[config.mk]
export PLATFORM = sky130hd
export DESIGN_NAME = add_scheduler
export DESIGN_NICKNAME = d
export VERILOG_FILES = /design/src/rtl/adder_pkg.sv /design/src/rtl/rr_arbiter.sv /design/src/rtl/add_scheduler.sv
export SDC_FILE = /design/constraint.sdc
export NUM_CORES = 1
export LEC_CHECK = 0
export ABC_AREA = 1
export CAP_MARGIN = 20
export CORE_UTILIZATION = 40
export CTS_CLUSTER_DIAMETER = 100
export DETAILED_ROUTE_END_ITERATION = 7
export PLACE_DENSITY_LB_ADDON = 0.15
export SYNTH_ARGS = -nofsm -noshare
export SYNTH_HDL_FRONTEND = slang
export SYNTH_SLANG_ARGS = --single-unit
[constraint.sdc]
create_clock -name clk_25mhz -period 2.7 [get_ports clk_25mhz]
set_input_delay 0.54 -clock clk_25mhz [delete_from_list [all_inputs] [get_ports clk_25mhz]]
set_output_delay 0.54 -clock clk_25mhz [all_outputs]
set_load 0.02 [all_outputs]
[src/rtl/adder_pkg.sv]
// Shared constants and the requester weight helper for the add scheduler.
`timescale 1ns/1ps
package adder_pkg;

  localparam int unsigned N_REQ_DEF    = 3;
  localparam int unsigned MAX_DATA_DEF = 16;
  localparam int unsigned CLK_HZ       = 25_000_000;

  // Requester i contributes 1 << i to the accumulator.
  function automatic int unsigned weight(input int unsigned i);
    return 32'd1 << i;
  endfunction

endpackage

[src/rtl/rr_arbiter.sv]
// Combinational round-robin arbiter: first set request bit searching upward from ptr.
`timescale 1ns/1ps
module rr_arbiter #(
  parameter int unsigned N  = 3,
  parameter int unsigned IW = (N > 1) ? $clog2(N) : 1
) (
  input  logic [N-1:0]  pend,
  input  logic [IW-1:0] ptr,
  output logic [N-1:0]  grant,
  output logic [IW-1:0] grant_idx,
  output logic          any
);

  always_comb begin
    int unsigned j;
    grant     = '0;
    grant_idx = '0;
    any       = 1'b0;
    j         = 0;
    for (int unsigned k = 0; k < N; k++) begin
      j = (32'(ptr) + k) % N;
      if (!any && pend[j]) begin
        any       = 1'b1;
        grant[j]  = 1'b1;
        grant_idx = IW'(j);
      end
    end
  end

endmodule

[src/rtl/add_scheduler.sv]
// Queues single-cycle increment requests and feeds them one per cycle into a shared
// accumulator, arbitrated round-robin.
`timescale 1ns/1ps
module add_scheduler
  import adder_pkg::*;
#(
  parameter int unsigned N_REQ    = N_REQ_DEF,
  parameter int unsigned MAX_DATA = MAX_DATA_DEF,
  parameter int unsigned WIDTH    = $clog2(MAX_DATA),
  parameter bit          SATURATE = 1'b0
) (
  input  logic             clk_25mhz,
  input  logic             rst,
  input  logic [N_REQ-1:0] req_i,
  input  logic             clr_i,
  output logic [WIDTH-1:0] acc_o,
  output logic [N_REQ-1:0] grant_o,
  output logic             busy_o,
  output logic             wrap_o,
  output logic             drop_o
);

  localparam int unsigned IW = (N_REQ > 1) ? $clog2(N_REQ) : 1;

  logic [WIDTH-1:0] acc_q, acc_d;
  logic [N_REQ-1:0] pend_q, pend_d;
  logic [IW-1:0]    ptr_q, ptr_d;
  logic             wrap_q, wrap_d;
  logic             drop_q, drop_d;

  logic [N_REQ-1:0] grant;
  logic [IW-1:0]    grant_idx;
  logic             any;
  logic [WIDTH:0]   sum;

  rr_arbiter #(
    .N  (N_REQ),
    .IW (IW)
  ) u_arb (
    .pend      (pend_q),
    .ptr       (ptr_q),
    .grant     (grant),
    .grant_idx (grant_idx),
    .any       (any)
  );

  assign sum = {1'b0, acc_q} + (WIDTH+1)'(weight(32'(grant_idx)));

  always_comb begin
    acc_d  = acc_q;
    ptr_d  = ptr_q;
    wrap_d = 1'b0;
    // A granted requester that pulses again in the same cycle stays queued.
    pend_d = (pend_q & ~grant) | req_i;
    drop_d = |(req_i & pend_q & ~grant);
    if (any) begin
      wrap_d = sum[WIDTH];
      if (sum[WIDTH] && SATURATE) begin
        acc_d = '1;
      end else begin
        acc_d = sum[WIDTH-1:0];
      end
      ptr_d = (32'(grant_idx) == N_REQ - 1) ? '0 : grant_idx + 1'b1;
    end
  end

  always_ff @(posedge clk_25mhz or posedge rst) begin
    if (rst) begin
      acc_q  <= '0;
      pend_q <= '0;
      ptr_q  <= '0;
      wrap_q <= 1'b0;
      drop_q <= 1'b0;
    end else if (clr_i) begin
      acc_q  <= '0;
      pend_q <= '0;
      ptr_q  <= '0;
      wrap_q <= 1'b0;
      drop_q <= 1'b0;
    end else begin
      acc_q  <= acc_d;
      pend_q <= pend_d;
      ptr_q  <= ptr_d;
      wrap_q <= wrap_d;
      drop_q <= drop_d;
    end
  end

  assign acc_o   = acc_q;
  assign grant_o = grant;
  assign busy_o  = |pend_q;
  assign wrap_o  = wrap_q;
  assign drop_o  = drop_q;

endmodule

# --- Yosys cells after proc, flatten, opt, wreduce, memory -nomap -nowiden ---
# Cells that the tools add are included.
word_totals:
  regBits: 11
  inputBits: 6
  out_inout_bits: 10
op_classes:
  add_sub_neg: 4
  div: 3
  n_lt_le_gt_ge: 6
  eq_ne: 1
  shift: 1
  mux: 30
  n_bitwise: 7
  n_reduce_logical: 10
op_table:
  columns: ["op", "n"]
  rows:
  - ["32-bit by 1-bit >= comparator with 1-bit output (second input constant)", 3]
  - ["32-bit by 3-bit less-than comparator with 1-bit output (second input constant)", 3]
  - ["32-bit by 2-bit remainder unit with 32-bit output (second input constant)", 2]
  - ["2-bit by 2-bit remainder unit with 32-bit output (second input constant)", 1]
  - ["1-bit two-way mux", 12]
  - ["2-bit two-way mux", 6]
  - ["3-bit two-way mux", 4]
  - ["3-bit AND", 3]
  - ["3-bit OR", 3]
  - ["4-bit two-way mux", 2]
  - ["1-bit binary-select mux with 2-bit select", 3]
  - ["1-bit demux with 2-bit select", 3]
  - ["3-bit OR reduction", 2]
  - ["4-bit by 5-bit adder with 5-bit output", 1]
  - ["1-bit logical AND", 5]
  - ["1-bit by 2-bit left shift with 5-bit output (first input constant)", 1]
  - ["2-bit by 1-bit adder with 3-bit output (second input constant)", 1]
  - ["2-bit by 2-bit adder with 3-bit output (second input constant)", 1]
  - ["3-bit inverter", 1]
  - ["2-bit by 1-bit adder with 2-bit output (second input constant)", 1]
  - ["2-bit equality test (second input constant)", 1]
  - ["1-bit logical NOT", 2]
  - ["2-bit nonzero test", 1]

# --- Depth between registers and ports, before layout ---
depth:
  depth_word: 14
  mapped_depth: 19

# --- By module ---
# A second synthesis with hierarchy kept.
unflattened:
  hier_cells: 138
  area_unflattened_um2: 942.2
by_module_without_submodules:
  columns: ["module", "n_inst", "cells_per_inst", "area_each_um2", "seq_area_each_um2"]
  rows:
  - ["add_scheduler", 1, 77, 621.8, 275.3]
  - ["rr_arbiter", 1, 61, 320.3, 0.0]

# --- Worst setup path after synthesis ---
# No wires, ideal clock.
synth_path:
  path_type: "flip-flop to flip-flop"
  startpoint: "reg ptr_q[0]"
  endpoint: "reg wrap_q, in the netlist wrap_o"
  setup_ps: 72
  arrival_time_ps: 2514
  required_ps: 2628
  setup_slack_ps: 114
  stages_incl_launch_ff: 19
  path_buffers: 0
  path_cell_list: "dfrtp_1 > inv_1 > ha_1 > inv_2 > nand2_1 > nand3_1 > nand2_2 > nand3_2 > nand2_1 > inv_2 > nand2_4 > nor2_4 > ha_1 > inv_1 > fa_1 > or2_2 > nand2_1 > a21oi_1 > nor2_1"
synth_between:
  elab_chain_len: 14
  word_cells_on_any_way: 25
  classes_between: "add/sub: 3; div: 3; shift: 1; mux: 14; reduce/logical: 4"
synth_rtl:
  columns: ["item", "line", "source"]
  rows:
  - ["start: declaration", "add_scheduler.sv:27", "logic [IW-1:0] ptr_q, ptr_d;"]
  - ["start signal: assignment", "add_scheduler.sv:83", "ptr_q <= ptr_d;"]
  - ["parallel branches: the longest is 12 deep, another holds 32-bit by 2-bit remainder unit with 32-bit output", null, null]
  - ["1-bit two-way mux (*)", "add_scheduler.sv:56", "if (any) begin"]
  - ["1-bit two-way mux (*)", "add_scheduler.sv:74", "end else if (clr_i) begin"]
  - ["end signal: assignment", "add_scheduler.sv:84", "wrap_q <= wrap_d;"]
  - ["end: declaration", "add_scheduler.sv:28", "logic wrap_q, wrap_d;"]
# Mark *: on every way between the ends. The select of a mux whose other input is x is not followed.
# A chain may end at the register's enable or synchronous reset.

# --- Worst setup path in the final report ---
# Ends and elaborated chain as after synthesis.

==> flow_metrics.tcl <==
set metrics [dict create \
    core_area_um2 2280 \
    post-dp-hpwl_um 2000 \
    postRouteAntennaNets 0 \
    clock_latency_ns 0.27 \
    fp.dieW_um 52.1 \
    fin_crit_sh_pct 95.2 \
    layout-drive-gt1-share_pct 34.5 \
    cts_tree "built" \
    clk_pin_slew_ns 0.08 \
    crit_path_cell_trace "buf_4 > ha_4 > inv_2 > nand2_2 > nand3_2 > nand2_4 > nand2_1 > o21ai_2 > inv_1 > nand2_2 > nor2_4 > ha_4 > inv_1 > fa_2 > or2_2 > nand2_1 > a21oi_1 > nor2_1" \
    rsz0062_at_grt "true" \
    syn_nets 154 \
    layout.cells.non_filler 199 \
    syn_area_um2 1000 \
    synth.distinct_cells 25 \
    timing.setup.tns_ns 0 \
    grt.total_usage_pct 21.4 \
    async_flop_share_pct 100 \
    area_growth_pct 36.7 \
    ff2ff_setup_slack_ns 0.13 \
    max_freq_ghz 0.389 \
    drt_pass1_iterations 4 \
    slew_headroom_pct 69.9 \
    antenna_found_initial 0 \
    synth_edf_count 0 \
    synth_top_area_cell "dfrtp_1" \
    ios 16 \
    via_per_inst 5.04 \
    final_common_cell "nand2_1" \
    synth_top_cells_by_area "dfrtp_1, nand2_1, ha_1" \
    post-route-min-period_ns 2.57 \
    critPathCaptureType "flip-flop" \
    pre_cts_ws_ns -0.0409 \
    finalHoldViolCount 0 \
    cts-root-buf "clkbuf_4" \
    required_ns 2.91 \
    hp-class "reg -> reg" \
    min_path_cells 2 \
    cap_violations 0 \
    globalRoute.totalOverflow 0 \
    die_h_um 52.1 \
    final_nets 187 \
    status "finished clean" \
    vias 1003 \
    grt_pass1_vias 966 \
    most-common-layout-cells "nand2_1, inv_1, clkdlybuf4s50_1, buf_4" \
    fillers 193 \
    path_buf_inv 4 \
    grt_pass1_wl_um 4180 \
    cts_buffer_depth 2 \
    setup_slack_ns 0.130 \
    synth-seq-area-share_pct 27.5 \
    cp.arrival_ns 2.78 \
    cp_slowest_cell "dfrtp_1" \
    reg2reg_to "wrap_o$_DFF_PP0_" \
    synth_largest_type_area_fraction_pct 27.5 \
    num_antenna_cells 0 \
    maxSlewViolCount 0 \
    ys_seq_elements 11 \
    worst_pin_slew_ns 0.450 \
    grt_max_degree 12 \
    wl_um 2590 \
    critPathMaxFanout 8 \
    finalSetupViolCount 0 \
    crit_path_max_incr_delay_ns 0.41 \
    die_area_um2 2710 \
    multiInputGateArea_um2 668 \
    htree_levels 1 \
    detail_route.wl_per_cell_um 13.0 \
    rows 17 \
    hold_end "acc_o[3]$_DFFE_PP0P_" \
    syn-instance-count 139 \
    clkSinkCount 11 \
    drt_iter0_markers 23 \
    worstHoldStart "acc_o[3]$_DFFE_PP0P_" \
    yosysWarnings 0 \
    r2r_start "ptr_q[0]$_DFFE_PP0P_" \
    drc 0 \
    place_congestion 0.890 \
    skew_ns 0.00301 \
    numCtsBuffers 3 \
    cp-start-kind "flip-flop" \
    r2r_cells 18 \
    seqCellArea_um2 277 \
    synth.avg_cell_area_um2 7.21 \
    synth_ff_type "dfrtp_1" \
    place_inst 191 \
    port_buffers 15 \
    start_util_pct 44.0 \
    critPathKind "reg -> reg" \
    cp_top_family "simple AND/OR/NAND/NOR gates" \
]
## routing by layer
layer	wire, um	global-route usage, %	share of wire [%]	up-vias
li1	-	-	-	495
met1	1040	24.7	40	474
met2	1400	39.5	54	26
met3	98	2.63	3.8	8
met4	53	8.11	2.1	0
met5	0	0	0	-
## what timing repair did
action / in CTS / in global routing
setup endpoints to repair: 6 / 6
gates cloned: 0 / 0
buffers inserted: 2 / 2
resized for setup: 6 / 19
pin swaps: 0 / 6
hold buffers: 0 / 0
## cells in the mapped netlist, types with 2 or more instances
library cell   n
nand2_2        6
o21ai_2        4
inv_2          8
nand2_4        2
o21a_1         2
a21oi_1        3
nor2_2         2
o21ai_0        4
inv_1         22
nand2_1       36
nand3_1       12
nand3_2        3
ha_1           8
nor2_1         4
nand3b_1       2
dfrtp_1       11
nand4_1        2
## worst max-delay path by stage
stage / from / endpoint / slack, ns / depth (start not counted)
2_1_floorplan: ptr_q[0]$_DFFE_PP0P_ / wrap_o$_DFF_PP0_ / 0.11 / 18
3_3_place_gp: ptr_q[0]$_DFFE_PP0P_ / wrap_o$_DFF_PP0_ / -0.01 / 18
3_5_place_dp: ptr_q[0]$_DFFE_PP0P_ / wrap_o$_DFF_PP0_ / -0.04 / 18
4_1_cts: ptr_q[1]$_DFFE_PP0P_ / wrap_o$_DFF_PP0_ / 0.009 / 19
5_1_grt: ptr_q[1]$_DFFE_PP0P_ / wrap_o$_DFF_PP0_ / -0.04 / 19
6_report: ptr_q[0]$_DFFE_PP0P_ / wrap_o$_DFF_PP0_ / 0.13 / 18
## worst reg2reg max path, delay by kind of cell, from the launching register on
kind	cells	cell delay [ns]
fa+ha+maj	3	0.64
buf+inv	4	0.34
flops	1	0.41
simple gates	9	0.99
compound gates	2	0.12
## cell type report
cell class	instances	share of cell area, %
inverter	31	8.68
sequential	11	20.2
tap	28	2.56
clock buffer	4	1.92
timing repair buffer	28	17.9
multi-input combinational	97	48.8
## through the flow
step | hold slack, ns | area (um^2) | util [%]
floorplan | 0.392 | 1000 | -
global placement | 0.507 | 1250 | 55.1
detailed placement | 0.507 | 1250 | 55.1
CTS | 0.529 | 1310 | 57.4
global route | 0.574 | 1370 | 60.2
finish | 0.525 | 1370 | 60.2
## logic make-up after synthesis
| group | synth area share [%] |
|---|---|
| buffers and inverters | 11.9 |
| adder cells (fa/ha/maj) | 12.0 |
| XOR/XNOR | 0.874 |
| flip-flops | 27.5 |
| AND/OR/NAND/NOR | 38.7 |
| AO/OA/AOI/OAI | 9.11 |
## state kept, by name (all words and copies together) (netlist names)
name and cells:
wrap_o 1, acc_o 4, ptr_q 2, pend_q 3
drop_o 1
Power is left out: the tool's default activity adds up to more than one toggle a clock period on the data nets, which glitch-free logic cannot reach.
